--- src/rtl/serial_subtractor.sv ---
// serial_subtractor: multi-cycle a - b - bin, DIGIT bits per clock, LSB chunk first.
// Operands are captured on start. After N = SIZE/DIGIT chunk edges the result
// is published together with a one-cycle done pulse.
module serial_subtractor #(
  parameter int SIZE  = 8,
  parameter int DIGIT = 2
) (
  input  logic            clk,
  input  logic            rst,
  input  logic            start,
  input  logic [SIZE-1:0] a,
  input  logic [SIZE-1:0] b,
  input  logic            bin,
  output logic            busy,
  output logic            done,
  output logic [SIZE-1:0] diff,
  output logic            bout
);

  localparam int N  = SIZE / DIGIT;
  localparam int CW = (N > 1) ? $clog2(N) : 1;
  localparam logic [CW-1:0] LAST = CW'(N - 1);

  typedef enum logic {IDLE, RUN} state_t;

  state_t state, state_nxt;

  logic [SIZE-1:0]       a_q;
  logic [SIZE-1:0]       b_q;
  logic [SIZE-1:0]       res_q;
  logic                  borrow_q;
  logic [CW-1:0]         count_q;
  logic [DIGIT:0]        chunk;
  logic [SIZE+DIGIT-1:0] res_cat;
  logic [SIZE-1:0]       res_nxt;
  logic                  last;

  // One chunk of the borrow chain: {borrow_out, diff_chunk} = x - y - br.
  function automatic logic [DIGIT:0] sub_chunk(input logic [DIGIT-1:0] x,
                                               input logic [DIGIT-1:0] y,
                                               input logic             br);
    return {1'b0, x} - {1'b0, y} - {{DIGIT{1'b0}}, br};
  endfunction

  // Current chunk difference; the new chunk enters the result from the top so
  // that after N shifts the first (LSB) chunk sits at bit 0.
  always_comb begin
    chunk   = sub_chunk(a_q[int'(count_q)*DIGIT +: DIGIT],
                        b_q[int'(count_q)*DIGIT +: DIGIT], borrow_q);
    res_cat = {chunk[DIGIT-1:0], res_q};
    res_nxt = res_cat[SIZE+DIGIT-1:DIGIT];
    last    = (count_q == LAST);
  end

  // State register.
  always_ff @(posedge clk) begin
    if (rst) state <= IDLE;
    else     state <= state_nxt;
  end

  // Next-state logic: start is only looked at in IDLE, RUN lasts N edges.
  always_comb begin
    state_nxt = state;
    case (state)
      IDLE:    if (start) state_nxt = RUN;
      RUN:     if (last)  state_nxt = IDLE;
      default: state_nxt = IDLE;
    endcase
  end

  assign busy = (state == RUN);

  // Operand capture, chunk iteration and result publication.
  always_ff @(posedge clk) begin
    if (rst) begin
      a_q      <= '0;
      b_q      <= '0;
      res_q    <= '0;
      borrow_q <= 1'b0;
      count_q  <= '0;
      diff     <= '0;
      bout     <= 1'b0;
      done     <= 1'b0;
    end else begin
      done <= 1'b0;
      if (state == IDLE) begin
        if (start) begin
          a_q      <= a;
          b_q      <= b;
          borrow_q <= bin;
          count_q  <= '0;
          res_q    <= '0;
        end
      end else begin
        borrow_q <= chunk[DIGIT];
        res_q    <= res_nxt;
        count_q  <= last ? '0 : count_q + 1'b1;
        if (last) begin
          diff <= res_nxt;
          bout <= chunk[DIGIT];
          done <= 1'b1;
        end
      end
    end
  end

endmodule
--- config.mk ---
export PLATFORM = sky130hd
export DESIGN_NAME = serial_subtractor
export DESIGN_NICKNAME = d
export VERILOG_FILES = /design/src/rtl/serial_subtractor.sv
export SDC_FILE = /design/constraint.sdc
export NUM_CORES = 1
export LEC_CHECK = 0
export BUFFER_PORTS_ARGS = -buffer_cell sky130_fd_sc_hd__buf_2
export CORE_ASPECT_RATIO = 0.6
export CORE_UTILIZATION = 40
export DETAILED_ROUTE_END_ITERATION = 8
export GPL_TIMING_DRIVEN = 0
export SETUP_SLACK_MARGIN = 0.5
export SLEW_MARGIN = 10
export SYNTH_ARGS = -nofsm -noshare
export SYNTH_HDL_FRONTEND = slang
export SYNTH_SLANG_ARGS = --single-unit
--- constraint.sdc ---
create_clock -name clk -period 3.2 [get_ports clk]
set_input_delay 0.16 -clock clk [delete_from_list [all_inputs] [get_ports clk]]
set_output_delay 0.16 -clock clk [all_outputs]
set_load 0.1 [all_outputs]
# Yosys cells after proc, flatten, opt, wreduce, memory -nomap -nowiden
# Index checks and enable logic that the tools add are counted.
# word_totals
register_bits	38
latch_bits	0
ramBits	0
romBits	0
in_bits	20
out_inout_bits	11
wordCells	31
memories	0
# classes
addsub	3
n_mul	0
div	0
order_cmp	0
n_eq_ne	1
n_shift	2
muxes	11
bitwise	1
n_reduce_logical	4
# op_table
cell	n
8-bit 2-to-1 mux	2
8-bit by 4-bit indexed part select with 2-bit output	2
2-bit 2-to-1 mux	3
1-bit 2-to-1 mux	5
2-bit AND reduction	2
2-bit by 2-bit subtractor with 3-bit output	1
3-bit by 1-bit subtractor with 3-bit output	1
2-bit by 1-bit adder with 2-bit output (second input constant)	1
2-bit == test (second input constant)	1
1-bit one-hot mux with 2 select lines	1
2-bit nonzero test	1
2-bit OR reduction	1
1-bit inverter	1

# Logic depth before layout (Yosys ltp)
# Gate-level depths: netlist of the first run.
# depth
word_depth	4
depth_mapped	8
ltp_nobuf	7

# Worst setup path after synthesis of the first run
# No wires, ideal clock.
# synth_timing
path_type	flip-flop to flip-flop
start	register count_q[0]
end	register res_q[7]
setup_ns	0.128
arrival_time_ns	1.978
t_required_ns	3.072
path_slack_ns	1.094
path_stages_with_launch	8
path_buffers	1
period_less_slack_ns	2.106
path_cell_list	dfxtp_1 -> buf_6 -> mux4_2 -> fa_1 -> inv_1 -> fa_1 -> a21oi_1 -> nor2_1
# synth_between
elab_chain_cells	4
elab_cells_between_ends	5
cone_classes	2 x add/sub; 2 x shift; 1 x mux
# synth_lines
element	line	source
from (decl)	32	logic [CW-1:0] count_q;
from (signal assigned)	97	count_q <= last ? '0 : count_q + 1'b1;
8-bit by 4-bit indexed part select with 2-bit output (on tied branches)	48, 49	
2-bit by 2-bit subtractor with 3-bit output *	42	return {1'b0, x} - {1'b0, y} - {{DIGIT{1'b0}}, br};
3-bit by 1-bit subtractor with 3-bit output *	42	
named net chunk[1]	33	logic [DIGIT:0] chunk;
8-bit 2-to-1 mux *	86	if (state == IDLE) begin
to (signal assigned)	96	res_q <= res_nxt;
to (decl)	30	logic [SIZE-1:0] res_q;
# The timed path passes the listed nets; every way through them passes the cells marked *.
# A chain may end at the register's enable or synchronous reset.

# Final worst setup path of the first run
# Ends and elaborated chain as after synthesis.

==> results of run 1 <==
-- placed cells by master, fill, tap and decap left out, types with 6 or more instances in the layout --
cell       n
a21oi_1   31
clkbuf_8   7
nor3b_1    7
buf_6      6
buf_2     32
dfxtp_1   36
nand2_1   47
nor2_1    11
-- worst register-to-register path, cell delays in order (launching register included) --
cell and delay (ns):
dfxtp_1 0.35, buf_6 0.14, mux4_2 0.50, fa_1 0.37, inv_1 0.09, fa_1 0.44, a21oi_1 0.15, nor2_1 0.05
-- logic make-up after synthesis --
group	count (synthesis)	synth area share, %
compound gates	36	13.16
fa+ha+maj	3	3.544
buf+inv	17	7.847
flops	36	48.61
mux	4	6.076
simple gates	71	20.76
-- sequential cells by signal, summed over array words and instances (netlist names) --
name / cells
count_q: 2
b_q: 8
bout: 1
busy: 1
diff: 8
done: 1
a_q: 8
borrow_q: 1
res_q: 6
-- synth_stat cells --
master and n:
nor3b_1 7, buf_1 2, nor2b_1 2, fa_1 2, buf_4 1, dfxtp_1 36
buf_6 6, ha_1 1, nor2_1 11, inv_1 4, mux4_2 4, and2_1 1
nand2b_1 3, a211oi_1 4, nand2_1 47, buf_2 3, clkbuf_1 1, o22a_2 1
a21oi_1 31
-- routing by layer --
metal	routed length, um	global-route usage, %	vias to the layer above
li1	-	-	622
met1	1571	25.26	544
met2	1343	27.97	20
met3	137	5.607	2
met4	13	4.464	0
met5	0	0	-
-- report_power, final --
group          switching (uW)  internal (uW)  total [uW]  leakage [uW]
clock                     149            192         341     0.0000503
combinational            65.0           51.9         117      0.000380
sequential               11.6            467         478      0.000293
-- stage by stage --
step	hold slack, ns	instance area, um^2	total power, uW
floorplan	0.2960	1483	571.2
global placement	0.4018	1684	601.4
detailed placement	0.4064	1684	605.6
CTS	0.1074	1780	944.9
global route	0.1161	1780	985.3
finish	0.1131	1780	936.0
-- path summary, 6_finish.rpt --
kind,depth (start not counted),end,slack (ns)
worst min register to register,2,diff[3],0.45
worst max register to register,7,res_q[7],0.98
worst min-delay path,3,b_q[7],0.11
worst max-delay path,7,res_q[7],0.98
-- layout make-up --
cell class                 instances  area share (%)
sequential                        36           40.48
multi-input combinational        114           36.26
timing repair buffer              29           8.152
buffer                            13           5.692
clock buffer                       7           5.411
tap                               45           3.162
inverter                           4          0.8433
==> flow_summary.toml, run 1 <==
[place]
io_buffers = 29
gp_congestion = 0.7423
dp_cells = 241
dp_worst_setup_slack_ns = 0.9674
dpl.hpwl_mm = 2.328

[clocking]
cts_buffer_depth = 2
clkTransAtPathRegs_ns = 0.07
clk_latency_ns = 0.28
cts_made_buffers = 5
root_buffer = "clkbuf_8"
cts_resized = 0
cts_htree_levels = 2
cts_hold_buf = 0
cts_tree = "yes"
postCtsSetupBuffers = 0
cts.sinks = 36

[sta]
setup_viol = 0
finalHoldViolCount = 0
min_period_ns = 2.216
fin_skew_ns = 0.005631
slew_violations = 0
worst_pin_slew_ns = 0.4941
fin_crit_sh_pct = 69.24
rsz0062_at_grt = "false"
relSlewSlack_pct = 67.29
fin_ws_ns = 0.9843
fmax_mhz = 451.3
finalSetupTns_ns = 0

[yosys]
yosys-top-cells-area = "dfxtp_1 (49%), nand2_1 (12%), a21oi_1 (10%)"
ys_types = 19
ys_warn_count = 0
synth_top_area_share_pct = 48.61
synth-seq-cells = 36
syn_area_um2 = 1483
synth_fp_nets = 190
avgSynthCellArea_um2 = 8.878
ys_seq_area_share_pct = 48.61
yosysTopAreaCell = "dfxtp_1"
postSynthCellCount = 167

[status]
status = "complete, no violations"

[routing]
vias_per_cell = 4.790
initialDrtViolationCount = 64
avgRoutedWirePerCell_um = 12.36
routed_wirelength_mm = 3.066
ant_nets = 0
vias = 1188
drc = 0
first_pass_iters = 4

[global_routing]
grt_max_degree = 11
grt_pass1_vias = 1178
grt_usage_pct = 18.32
grt_pass1_wl_mm = 5.382
antenna_found_initial = 0
grt-ovfl-total = 0

[critical_path]
cpLargestDelayFamily = "adder cells"
path_buf_inv = 2
rr_startpoint = "count_q[0]"
path_cells = "buf_6 > mux4_2 > fa_1 > inv_1 > fa_1 > a21oi_1 > nor2_1"
cpMostUsedCell = "fa_1"
start_kind = "flop"
crit_required_ns = 3.36
crit_start = "count_q[0]"
cp_slowest_stage_delay_ns = 0.50
arrival_ns = 2.37
crit_path_max_fanout = 6
critPathKind = "flop to flop"
crit_path_end_kind = "flop"
critPathSlowestCell = "mux4_2"

[floorplanning]
start_util_pct = 43.57
std_cell_rows = 16
core_um2 = 3403
die_w_um = 80.60
die_y_um = 49.16
ios = 31
die_area_um2 = 3962

[cells_and_area]
diodes = 0
multiInputGateArea_um2 = 645.6
nFillCells = 333
finalNetCount = 226
ff_latch_area_um2 = 720.7
drive_gt1_share_pct = 25.12
post-route-util_pct = 52.32
fin_cells = 248
area_delta_synth_final_pct = 20.08

[power_and_ir_drop]
p_per_area_nw_per_um2 = 525.7
p_leak_uw = 0.0007234
worst_ir_drop_vdd_uv = 224.7

[job]
max_cap_violations = 0

[min_path]
hp-start = "b[7]"
hp-class = "input port to flop"
Power figures use the tool's default switching activity.
==> run 2, diff against run 1 <==
- clock period: 3.2 -> 1.9 ns (I/O delays scaled with it)
==> flow_summary.toml, run 2 (same netlist as run 1, synthesis figures left out) <==
[global_routing]
grt_usage_pct = 17.83
grt_pass1_vias = 1150
grt-ovfl-total = 0
grt_pass1_wl_mm = 5.237
grt_max_degree = 11
antenna_found_initial = 0

[sta]
fmax_mhz = 482.5
setup_viol = 4
relSlewSlack_pct = 65.06
fin_crit_sh_pct = 109.1
fin_skew_ns = 0.005132
fin_ws_ns = -0.1727
finalSetupTns_ns = -0.5724
worst_pin_slew_ns = 0.5242
finalHoldViolCount = 0
slew_violations = 0
min_period_ns = 2.073
rsz0062_at_grt = "true"

[cells_and_area]
drive_gt1_share_pct = 30.58
area_delta_synth_final_pct = 22.28
reg.largest.list = "a_q x8, b_q x8, diff x8"
stdcell_area_um2 = 1813
nFillCells = 330
finalNetCount = 228
diodes = 0
final_cell_mix = "nand2_1 (47), dfxtp_1 (33), buf_2 (32)"
final_common_cell = "nand2_1"
fin_cells = 251

[clocking]
root_buffer = "clkbuf_8"
cts_tree = "yes"
cts_hold_buf = 0
cts_buffer_depth = 2
clk_latency_ns = 0.28
cts_made_buffers = 5
cts_htree_levels = 2
cts.sinks = 36
clkTransAtPathRegs_ns = 0.07

[critical_path]
critPathKind = "flop to flop"
start_kind = "flop"
crit_start = "count_q[0]"
r2r_end = "res_q[7]"
reg2regPathDepth = 7
reg2reg_setup_slack_ns = -0.17
crit_required_ns = 2.06
crit_path_end_kind = "flop"
arrival_ns = 2.23
crit_path_max_fanout = 3
rr_startpoint = "count_q[0]"

[place]
dpl.hpwl_mm = 2.249
place_area_um2 = 1689
io_buffers = 29
dp_cells = 241
gp_congestion = 0.7309

[min_path]
hp-start = "b[3]"
whs_path_depth = 3
hold_end = "b_q[3]"
hp-class = "input port to flop"

[floorplanning]
die_y_um = 49.16
ios = 31
std_cell_rows = 16
die_area_um2 = 3962
core_um2 = 3403
die_w_um = 80.60
start_util_pct = 43.57

[routing]
initialDrtViolationCount = 50
vias = 1198
ant_nets = 0
routed_wirelength_mm = 3.013
drc = 0
first_pass_iters = 4
avgRoutedWirePerCell_um = 12.00
vias_per_cell = 4.773

[power_and_ir_drop]
worst_ir_drop_vdd_uv = 498.0
p_leak_uw = 0.0007296
p_per_area_nw_per_um2 = 861.7

[status]
violations = "setup timing"
status = "finished with violations"

[job]
max_cap_violations = 0
[run 2: cell types whose count changed in the layout (fill, tap and decap cells not counted), sizes merged]
cell and change:
buf +2, clkbuf +1
[run 2: routing by layer]
metal  up-vias  routed length [um]  track usage, %
met5         -                   0               0
met4         0                  36           5.357
li1        626                   -               -
met1       537                1591           25.59
met3         4                 206           5.607
met2        31                1179           25.42
[run 2: worst max path at each step]
stage               endpoint  cells after the start
floorplan           res_q[7]                      7
global placement    res_q[7]                      7
detailed placement  res_q[7]                      7
CTS                 res_q[7]                      7
global route         diff[7]                      8
finish              res_q[7]                      7
[run 2: cell type report]
class | instances | area (um^2) | area share [%]
sequential | 36 | 724.4 | 39.96
multi-input combinational | 114 | 665.6 | 36.71
timing repair buffer | 31 | 160.2 | 8.834
buffer | 13 | 101.3 | 5.590
clock buffer | 8 | 90.09 | 4.969
tap | 45 | 56.30 | 3.106
inverter | 4 | 15.01 | 0.8282
[run 2: worst max-delay path: stages, from the launching register on]
cell	delay, ns
dfxtp_2	0.34
buf_6	0.11
mux4_2	0.50
fa_2	0.35
inv_2	0.06
fa_1	0.40
a21oi_1	0.14
nor2_1	0.05
[run 2: metrics by stage]
stage | util, % | power, uW | setup slack (ns) | hold slack, ns
2_1_floorplan | - | 964.9 | -0.1517 | 0.2310
3_3_place_gp | 49.63 | 1018 | -0.2392 | 0.3357
3_5_place_dp | 49.63 | 1022 | -0.2398 | 0.3428
4_1_cts | 52.90 | 1578 | -0.2049 | 0.03749
5_1_grt | 53.27 | 1640 | -0.2422 | 0.04755
6_report | 53.27 | 1562 | -0.1727 | 0.04521
[run 2: report_power, final]
part / switching, uW / internal [uW] / total [uW]
combinational: 116 / 95.8 / 212
sequential: 20.1 / 787 / 807
clock: 248 / 295 / 543
total: 384 / 1180 / 1560
[run 2: what timing repair did]
action / 4_1_cts / 5_1_grt
pin swaps: 3 / 2
setup endpoints to repair: 6 / 11
gates resized for setup: 5 / 2
hold endpoints to repair: 0 / 0
setup buffers: 1 / 1
